## src/rtl/uxa_ps2_rxfifo_pkg.sv

```systemverilog
// Shared constants for the UXA PS/2 receive path: status-word bit map and default depth.
package uxa_ps2_pkg;

  // Bit positions inside the 16-bit status word presented on the read bus.
  localparam int unsigned QB_DATA_LSB = 0;
  localparam int unsigned QB_D        = 8;
  localparam int unsigned QB_C        = 9;
  localparam int unsigned QB_OVF      = 14;
  localparam int unsigned QB_VALID    = 15;

  // Default log2 of FIFO depth (16 entries).
  localparam int unsigned DEPTH_LOG2_DEFAULT = 4;

endpackage

```

## src/rtl/uxa_ps2_rxfifo_if.sv

```systemverilog
// Push/pop/status bundle between the PS/2 frame receiver, bus control and the RX FIFO.
interface uxa_ps2_rxfifo_if;

  logic        we_i;
  logic [7:0]  dat_i;
  logic        rp_inc_i;
  logic [15:0] q_o;
  logic        full_o;
  logic        empty_o;

  // Producer / bus-control side.
  modport master (
    output we_i,
    output dat_i,
    output rp_inc_i,
    input  q_o,
    input  full_o,
    input  empty_o
  );

  // FIFO side.
  modport slave (
    input  we_i,
    input  dat_i,
    input  rp_inc_i,
    output q_o,
    output full_o,
    output empty_o
  );

endinterface

```

## src/rtl/uxa_sync2.sv

```systemverilog
// Two-flop synchronizer for a single asynchronous line, with selectable reset level.
module uxa_sync2 #(
  parameter logic ResetVal = 1'b1
) (
  input  logic clk_i,
  input  logic rst_ni,
  input  logic d_i,
  output logic q_o
);

  logic [1:0] sync_q;

  // Shift the raw line through two flops.
  always_ff @(posedge clk_i or negedge rst_ni) begin
    if (!rst_ni) begin
      sync_q <= {2{ResetVal}};
    end else begin
      sync_q <= {sync_q[0], d_i};
    end
  end

  assign q_o = sync_q[1];

endmodule

```

## src/rtl/uxa_ps2_rxfifo.sv

```systemverilog
// PS/2 receive FIFO with sticky overflow, edge-detected pop and status-word formatting.
module uxa_ps2_rxfifo
  import uxa_ps2_pkg::*;
#(
  parameter int unsigned DEPTH_LOG2 = DEPTH_LOG2_DEFAULT
) (
  input  logic           sys_clk_i,
  input  logic           sys_reset_ni,
  input  logic           ps2_c_i,
  input  logic           ps2_d_i,
  uxa_ps2_rxfifo_if.slave bus
);

  localparam int unsigned Depth = 1 << DEPTH_LOG2;
  localparam logic [DEPTH_LOG2:0] FullCnt = (DEPTH_LOG2 + 1)'(Depth);

  logic [7:0]            mem_q [Depth];
  logic [DEPTH_LOG2-1:0] wp_q, wp_d, rp_q, rp_d;
  logic [DEPTH_LOG2:0]   cnt_q, cnt_d;
  logic                  ovf_q, ovf_d;
  logic                  rp_inc_q;
  logic                  full, empty;
  logic                  pop_evt, do_pop, do_push;
  logic                  c_sync, d_sync;

  assign full  = (cnt_q == FullCnt);
  assign empty = (cnt_q == '0);

  // Pointer, count and overflow next-state; a pop edge frees a slot for a same-cycle push.
  always_comb begin
    pop_evt = bus.rp_inc_i & ~rp_inc_q;
    do_pop  = pop_evt & ~empty;
    do_push = bus.we_i & (~full | do_pop);
    wp_d    = wp_q;
    rp_d    = rp_q;
    cnt_d   = cnt_q;
    ovf_d   = ovf_q;
    if (do_push) wp_d = wp_q + DEPTH_LOG2'(1);
    if (do_pop)  rp_d = rp_q + DEPTH_LOG2'(1);
    unique case ({do_push, do_pop})
      2'b10:   cnt_d = cnt_q + (DEPTH_LOG2 + 1)'(1);
      2'b01:   cnt_d = cnt_q - (DEPTH_LOG2 + 1)'(1);
      default: cnt_d = cnt_q;
    endcase
    if (pop_evt) begin
      ovf_d = 1'b0;
    end else if (bus.we_i && full) begin
      ovf_d = 1'b1;
    end
  end

  // Control state register.
  always_ff @(posedge sys_clk_i or negedge sys_reset_ni) begin
    if (!sys_reset_ni) begin
      wp_q     <= '0;
      rp_q     <= '0;
      cnt_q    <= '0;
      ovf_q    <= 1'b0;
      rp_inc_q <= 1'b0;
    end else begin
      wp_q     <= wp_d;
      rp_q     <= rp_d;
      cnt_q    <= cnt_d;
      ovf_q    <= ovf_d;
      rp_inc_q <= bus.rp_inc_i;
    end
  end

  // Storage array; contents are don't-care until written, validity comes from the count.
  always_ff @(posedge sys_clk_i) begin
    if (do_push) mem_q[wp_q] <= bus.dat_i;
  end

  uxa_sync2 #(
    .ResetVal (1'b1)
  ) u_sync_c (
    .clk_i  (sys_clk_i),
    .rst_ni (sys_reset_ni),
    .d_i    (ps2_c_i),
    .q_o    (c_sync)
  );

  uxa_sync2 #(
    .ResetVal (1'b1)
  ) u_sync_d (
    .clk_i  (sys_clk_i),
    .rst_ni (sys_reset_ni),
    .d_i    (ps2_d_i),
    .q_o    (d_sync)
  );

  // Assemble the status word from registered state only.
  always_comb begin
    bus.q_o = '0;
    bus.q_o[QB_DATA_LSB +: 8] = empty ? 8'h00 : mem_q[rp_q];
    bus.q_o[QB_D]     = d_sync;
    bus.q_o[QB_C]     = c_sync;
    bus.q_o[QB_OVF]   = ovf_q;
    bus.q_o[QB_VALID] = ~empty;
  end

  assign bus.full_o  = full;
  assign bus.empty_o = empty;

endmodule

```

## src/flat_wrapper.sv

```systemverilog
// flat-port wrapper written by rule: the top's interface ports become plain ports
module uxa_ps2_rxfifo_flat import uxa_ps2_pkg::*;
#(
  parameter int unsigned DEPTH_LOG2 = DEPTH_LOG2_DEFAULT
)
  (sys_clk_i, sys_reset_ni, ps2_c_i, ps2_d_i, bus_we_i, bus_dat_i, bus_rp_inc_i, bus_q_o, bus_full_o, bus_empty_o);
  uxa_ps2_rxfifo_if bus_i ();
  input  logic sys_clk_i;
  input  logic sys_reset_ni;
  input  logic ps2_c_i;
  input  logic ps2_d_i;
  input wire logic [$bits(bus_i.we_i)-1:0] bus_we_i;
  input wire logic [$bits(bus_i.dat_i)-1:0] bus_dat_i;
  input wire logic [$bits(bus_i.rp_inc_i)-1:0] bus_rp_inc_i;
  output wire logic [$bits(bus_i.q_o)-1:0] bus_q_o;
  output wire logic [$bits(bus_i.full_o)-1:0] bus_full_o;
  output wire logic [$bits(bus_i.empty_o)-1:0] bus_empty_o;
  assign bus_i.we_i = bus_we_i;
  assign bus_i.dat_i = bus_dat_i;
  assign bus_i.rp_inc_i = bus_rp_inc_i;
  assign bus_q_o = bus_i.q_o;
  assign bus_full_o = bus_i.full_o;
  assign bus_empty_o = bus_i.empty_o;
  uxa_ps2_rxfifo #(.DEPTH_LOG2(DEPTH_LOG2)) u_core (.sys_clk_i(sys_clk_i), .sys_reset_ni(sys_reset_ni), .ps2_c_i(ps2_c_i), .ps2_d_i(ps2_d_i), .bus(bus_i));
endmodule
```

## config.mk

```make
export PLATFORM = sky130hd
export DESIGN_NAME = uxa_ps2_rxfifo_flat
export DESIGN_NICKNAME = d
export VERILOG_FILES = /design/src/rtl/uxa_ps2_rxfifo_pkg.sv /design/src/rtl/uxa_ps2_rxfifo_if.sv /design/src/rtl/uxa_sync2.sv /design/src/rtl/uxa_ps2_rxfifo.sv /design/src/flat_wrapper.sv
export SDC_FILE = /design/constraint.sdc
export NUM_CORES = 1
export LEC_CHECK = 0
export BUFFER_PORTS_ARGS = -buffer_cell sky130_fd_sc_hd__buf_2
export CAP_MARGIN = 20
export CORE_MARGIN = 3
export CORE_UTILIZATION = 45
export CTS_BUF_LIST = sky130_fd_sc_hd__clkbuf_4 sky130_fd_sc_hd__clkbuf_8
export DETAILED_ROUTE_END_ITERATION = 7
export GPL_TIMING_DRIVEN = 1
export PLACE_DENSITY = 0.7
export REMOVE_ABC_BUFFERS = 1
export SLEW_MARGIN = 5
export SYNTH_ARGS = -nofsm -noshare
export SYNTH_HDL_FRONTEND = slang
export SYNTH_SLANG_ARGS = --single-unit
```

## constraint.sdc

```tcl
create_clock -name sys_clk_i -period 3.3 [get_ports sys_clk_i]
set_clock_uncertainty 0.1 [all_clocks]
set_input_delay 0.33 -clock sys_clk_i [delete_from_list [all_inputs] [get_ports sys_clk_i]]
set_output_delay 0.33 -clock sys_clk_i [all_outputs]
set_load 0.01 [all_outputs]
```

==> impl_metrics.py, run 1 <==
metrics = {
    "clock_network": {
        "cts_made_buffers": 17,
        "cts_sinks": 147,
        "clock_latency_ns": 0.43,
        "cts_tree": "built",
        "cts-root-buf": "clkbuf_8",
        "cts.htree.levels": 4,
        "post-cts-setup-buffers": 0,
        "clock_path_buffers": 2,
        "cts.clk_slew.worst_paths_ns": 0.08,
    },
    "power_and_ir_drop": {
        "p_leak_nw": 2.30,
        "powerDensity_nw_per_um2": 816,
        "p_seq_share_pct": 46.2,
        "p_switching_mw": 1.73,
        "ir_drop_mv": 0.377,
        "total_power_mw": 5.52,
        "p_int_mw": 3.79,
        "pwr-share-comb_pct": 29.1,
        "clkPwrFrac_pct": 24.7,
        "power_switching_share_pct": 31.4,
    },
    "worst_setup_path": {
        "cp.arrival_ns": 2.57,
        "crit_fanout": 21,
        "slowest_delay_ns": 0.78,
        "slowest_stage": "dfrtp_2",
        "path_class": "flip-flop to output port",
        "worstSetupEndpointType": "output port",
        "worstPathCellList": "mux4_2 -> mux2_2 -> o21ai_0 -> a21oi_1 -> buf_2",
        "critPathBufInv": 1,
        "critPathRequiredTime_ns": 2.87,
        "path_delay_family": "multiplexers",
        "cp-start-kind": "flip-flop",
    },
    "layout": {
        "diodes": 0,
        "nets": 375,
        "drive_above_1_share_pct": 31.8,
        "final_common_cell": "edfxtp_1",
        "final_cells": 540,
        "synthToLayoutAreaGrowth_pct": 11.1,
        "fillers": 1056,
        "final_area_um2": 6770,
        "layout_common_cells": "edfxtp_1 (128), mux4_2 (32), buf_2 (27), clkbuf_8 (17), dfrtp_1 (14)",
        "final_util_pct": 52.3,
    },
    "synth": {
        "synthMuxAreaShare_pct": 15.3,
        "yosysUniqueCellTypes": 44,
        "syn_inst": 324,
        "yosys.area.top_type": "edfxtp_1",
        "synth_edf_count": 128,
        "ys_seq_elements": 147,
        "ys.flop_type": "edfxtp_1",
        "avgSynthCellArea_um2": 18.8,
        "synth_top_family_by_area": "multiplexers",
        "synth_warnings": 0,
        "synthSimpleGateAreaFrac_pct": 4.70,
        "ys_top_cells_by_area": "edfxtp_1 (63%), mux4_2 (12%), dfrtp_1 (6.2%)",
        "synth_top_area_share_pct": 63.1,
        "syn_area_um2": 6090,
        "yosysSeqAreaShare_pct": 71.0,
        "synth-xor-area-share_pct": 1.29,
        "async_flop_share_pct": 12.9,
        "synth-compound-area-share_pct": 3.35,
        "synth_adder_area_share_pct": 1.23,
    },
    "timing": {
        "rsz0062_at_grt": "no",
        "setup_violations": 0,
        "drv_slew": 0,
        "layout_min_cycle_time_ns": 3.00,
        "slew-limit-headroom_pct": 55.6,
        "post-route-period-util_pct": 90.9,
        "max_freq_mhz": 334,
        "setup_tns_ns": 0,
        "finalHoldViolCount": 0,
        "tightest_slew_ns": 0.667,
    },
    "placed_design": {
        "dp_cells": 504,
        "io_buffers": 27,
        "dpl.hpwl_mm": 6.78,
        "placed_area_um2": 6330,
        "place.gp.congestion": 0.800,
    },
    "floorplan": {
        "coreArea_um2": 12900,
        "pin_count": 32,
        "die_w_um": 122,
        "initial_core_util_pct": 47.1,
        "fp-row-count": 41,
        "dieHeight_um": 122,
        "dieArea_um2": 15000,
    },
    "detailed_routing": {
        "detail_route.wl_per_cell_um": 20.0,
        "viasPerCell": 5.43,
        "num_vias": 2933,
        "initialDrtViolationCount": 295,
        "drc": 0,
        "top_layer_used": "met4",
        "wl_met1_mm": 4.73,
        "drt-pass1-iter-count": 4,
        "antenna_left": 0,
        "routed_wl_mm": 10.8,
        "detailroute.wirelength.met3_um": 429,
        "wl_met2_mm": 5.56,
    },
    "global_route": {
        "grt_pass1_wl_mm": 17.5,
        "grt_max_degree": 27,
        "grt_use_total_pct": 16.2,
        "grt_pass1_vias": 3131,
        "grt_overflow": 0,
        "antenna_found_initial": 0,
    },
    "run_status": {
        "status": "finished, final reports clean",
    },
    "worst_hold_path": {
        "hold_class": "input pin to flip-flop",
    },
    "flow_run": {
        "cap_violations": 0,
    },
}
## power groups by stage
| stage | clock network (mW) | registers (mW) | logic, mW |
|---|---|---|---|
| after floorplan | 0 | 2.62 | 1.05 |
| after detailed placement | 0 | 2.60 | 1.63 |
| final | 1.37 | 2.55 | 1.61 |
| after global placement | 0 | 2.58 | 1.60 |
| after CTS | 1.41 | 2.56 | 1.64 |
| after global routing | 1.48 | 2.60 | 1.77 |
## through the flow
step | hold slack, ns | setup WS, ns
2_1_floorplan | -0.0656 | 0.591
3_3_place_gp | 0.193 | 0.730
3_5_place_dp | 0.204 | 0.709
4_1_cts | 0.131 | 0.204
5_1_grt | 0.139 | 0.0898
6_report | 0.169 | 0.302
## cells in the mapped netlist, drive strengths merged, types with 2 or more instances
master / number
dfrtp: 15
ha: 6
mux2i: 10
and3: 7
a21oi: 13
clkbuf: 7
mux2: 10
nor4: 2
and2: 12
a211oi: 2
nand2: 5
nor2: 5
xnor2: 7
xor2: 2
nand4: 3
nand3: 3
edfxtp: 128
dfstp: 4
o21ai: 11
buf: 19
mux4: 32
nor3: 3
inv: 5
## state kept, by name, summed over array words and instances, names as in the netlist
name                    flops
u_core.ovf_q                1
u_core.wp_q                 4
u_core.mem_q              128
u_core.rp_q                 4
u_core.u_sync_c.sync_q      2
u_core.rp_inc_q             1
u_core.cnt_q                5
u_core.u_sync_d.sync_q      2
## path summary, 6_finish.rpt
check                                                    start                             endpoint  slack (ns)  cells after the start
max                                 u_core.rp_q[1]$_DFFE_PN0N_                           bus_q_o[0]        0.30                      5
min                                               bus_dat_i[7]        u_core.mem_q[12][7]$_DFFE_PP_        0.17                      1
max reg2reg                        u_core.cnt_q[2]$_DFFE_PN0P_          u_core.cnt_q[4]$_DFFE_PN0P_        0.74                      8
min reg2reg                u_core.u_sync_c.sync_q[0]$_DFF_PN1_  u_core.u_sync_c.sync_q[1]$_DFF_PN1_        0.26                      0
max in group asynchronous                         sys_reset_ni           u_core.rp_q[1]$_DFFE_PN0N_        2.48                      2
min in group asynchronous                         sys_reset_ni           u_core.wp_q[1]$_DFFE_PN0P_        0.27                      2
## timing repair
action	4_1_cts	5_1_grt
endpoints found under the setup margin	0	0
endpoints found under the hold margin	18	0
hold buffers	4	0
resized for setup	0	0
## layer usage
layer  GRT usage [%]  vias up
li1                -     1339
met5               0        -
met1            21.0     1517
met3            4.65        8
met4            5.32        0
met2            26.5       69
## layout make-up
type,count,area [µm²],area share (%)
flip-flops and latches,147,4330,63.9
multi-input cells,149,1590,23.5
clock buffers,18,241,3.57
repair buffers,35,218,3.22
well taps,172,215,3.18
clock inverters,14,155,2.29
inverters,5,18.8,0.277
## cell families (layout without fill, tap and decap cells)
kind of cell             count (synthesis)  after routing
flip-flops                             147            147
multiplexers                            52             52
AO/OA/AOI/OAI                           33             33
other                                    1              4
XOR/XNOR                                 9              9
adder cells (fa/ha/maj)                  6              6
buffers and inverters                   31             72
AND/OR/NAND/NOR                         45             45
Power figures use the tool's default switching activity.
==> run 2, diff against run 1 <==
CTS_BUF_LIST = default   (was sky130_fd_sc_hd__clkbuf_4 sky130_fd_sc_hd__clkbuf_8)
==> impl_metrics.py, run 2 (synthesis results as in run 1) <==
metrics = {
    "run_status": {
        "status": "finished, final reports clean",
    },
    "detailed_routing": {
        "routed_wl_mm": 10.9,
        "drt-pass1-iter-count": 4,
        "viasPerCell": 5.43,
        "initialDrtViolationCount": 327,
        "drc": 0,
        "num_vias": 2931,
        "antenna_left": 0,
        "detail_route.wl_per_cell_um": 20.1,
    },
    "worst_setup_path": {
        "crit_fanout": 21,
        "worstReg2RegStart": "u_core.cnt_q[1]$_DFFE_PN0P_",
        "reg2reg_slack_ns": 0.74,
        "timing.rr.end": "u_core.cnt_q[4]$_DFFE_PN0P_",
        "critPathRequiredTime_ns": 2.87,
        "reg2regPathDepth": 8,
        "path_class": "flip-flop to output port",
        "crit_start": "u_core.rp_q[1]$_DFFE_PN0N_",
        "worstSetupEndpointType": "output port",
        "cp-start-kind": "flip-flop",
        "cp.arrival_ns": 2.56,
    },
    "worst_hold_path": {
        "whs_endpoint": "u_core.mem_q[12][7]$_DFFE_PP_",
        "hold_start": "bus_dat_i[7]",
        "hold_class": "input pin to flip-flop",
        "worstHoldPathCells": 1,
    },
    "clock_network": {
        "clock_latency_ns": 0.41,
        "cts_tree": "built",
        "cts-root-buf": "clkbuf_16",
        "cts_sinks": 147,
        "cts.clk_slew.worst_paths_ns": 0.06,
        "cts_made_buffers": 17,
        "post-cts-setup-buffers": 0,
        "cts.htree.levels": 4,
        "clock_path_buffers": 2,
    },
    "timing": {
        "setup_tns_ns": 0,
        "tightest_slew_ns": 0.668,
        "drv_slew": 0,
        "rsz0062_at_grt": "no",
        "layout_min_cycle_time_ns": 2.99,
        "finalHoldViolCount": 0,
        "max_freq_mhz": 334,
        "setup_ws_ns": 0.310,
        "post-route-period-util_pct": 90.6,
        "setup_violations": 0,
        "slew-limit-headroom_pct": 55.5,
    },
    "layout": {
        "reg_top3": "u_core.mem_q (128), u_core.cnt_q (5)",
        "drive_above_1_share_pct": 31.5,
        "layout_common_cells": "edfxtp_1 (128), mux4_2 (32), buf_2 (27), clkbuf_16 (17), dfrtp_1 (14)",
        "nets": 375,
        "final_common_cell": "edfxtp_1",
        "largest_reg_flops": 128,
        "diodes": 0,
        "final_cells": 540,
        "top_register": "u_core.mem_q",
        "synthToLayoutAreaGrowth_pct": 14.2,
        "final_area_um2": 6950,
    },
    "global_route": {
        "grt_pass1_wl_mm": 17.7,
        "grt_pass1_vias": 3132,
        "grt_use_total_pct": 16.3,
        "grt_overflow": 0,
        "grt_max_degree": 27,
        "antenna_found_initial": 0,
    },
    "power_and_ir_drop": {
        "ir_drop_mv": 0.372,
        "powerDensity_nw_per_um2": 866,
        "p_leak_nw": 2.39,
    },
    "placed_design": {
        "dpl.hpwl_mm": 6.78,
        "preCtsSetupSlack_ns": 0.709,
        "placed_area_um2": 6330,
        "io_buffers": 27,
        "dp_cells": 504,
        "place.gp.congestion": 0.800,
    },
    "floorplan": {
        "die_w_um": 122,
        "initial_core_util_pct": 47.1,
        "fp-row-count": 41,
        "pin_count": 32,
        "coreArea_um2": 12900,
        "dieArea_um2": 15000,
        "dieHeight_um": 122,
    },
    "flow_run": {
        "cap_violations": 0,
    },
}
## run 2: cell counts in the layout (fill, tap and decap cells not counted)
Identical to the previous run, type by type.
## run 2: critical path: stages, from the launching register on
cell	delay, ns
dfrtp_2	0.79
mux4_2	0.60
mux2_2	0.27
o21ai_0	0.25
a21oi_1	0.06
buf_2	0.17
## run 2: layout make-up
| cell class | count | area, µm² |
|---|---|---|
| timing repair buffer | 35 | 218 |
| inverter | 5 | 18.8 |
| fill | 1026 | 5970 |
| tap | 172 | 215 |
| clock inverter | 14 | 155 |
| sequential | 147 | 4330 |
| multi-input combinational | 149 | 1590 |
| clock buffer | 18 | 429 |
## run 2: repair_timing
action,4_1_cts,5_1_grt
hold buffers,4,0
endpoints found under the setup margin,0,0
gates resized for setup,0,0
hold endpoints to repair,18,0
## run 2: how the worst max path moves through the flow
stage / end / slack, ns / cells after the start
detailed placement: bus_q_o[7] / 0.71 / 5
global placement: bus_q_o[7] / 0.73 / 5
floorplan: bus_q_o[0] / 0.59 / 4
global route: bus_q_o[2] / 0.14 / 5
CTS: bus_q_o[7] / 0.27 / 5
finish: bus_q_o[0] / 0.31 / 5
## run 2: power by group
| part | switching (mW) | internal (mW) |
|---|---|---|
| clock network | 0.748 | 1.12 |
| registers | 0.282 | 2.27 |
| logic | 0.771 | 0.828 |
| total | 1.80 | 4.22 |
## run 2: layer usage
metal,GRT usage (%),wire (µm)
met5,0,0
met4,5.67,157
met3,4.52,463
met2,26.5,5510
met1,21.4,4730
## run 2: metrics by stage
stage | utilization, % | power (mW) | hold WS (ns)
after floorplan | - | 3.67 | -0.0656
after global placement | 49.0 | 4.18 | 0.193
after detailed placement | 49.0 | 4.23 | 0.204
after CTS | 53.8 | 6.11 | 0.165
after global routing | 53.8 | 6.36 | 0.187
final | 53.8 | 6.02 | 0.187
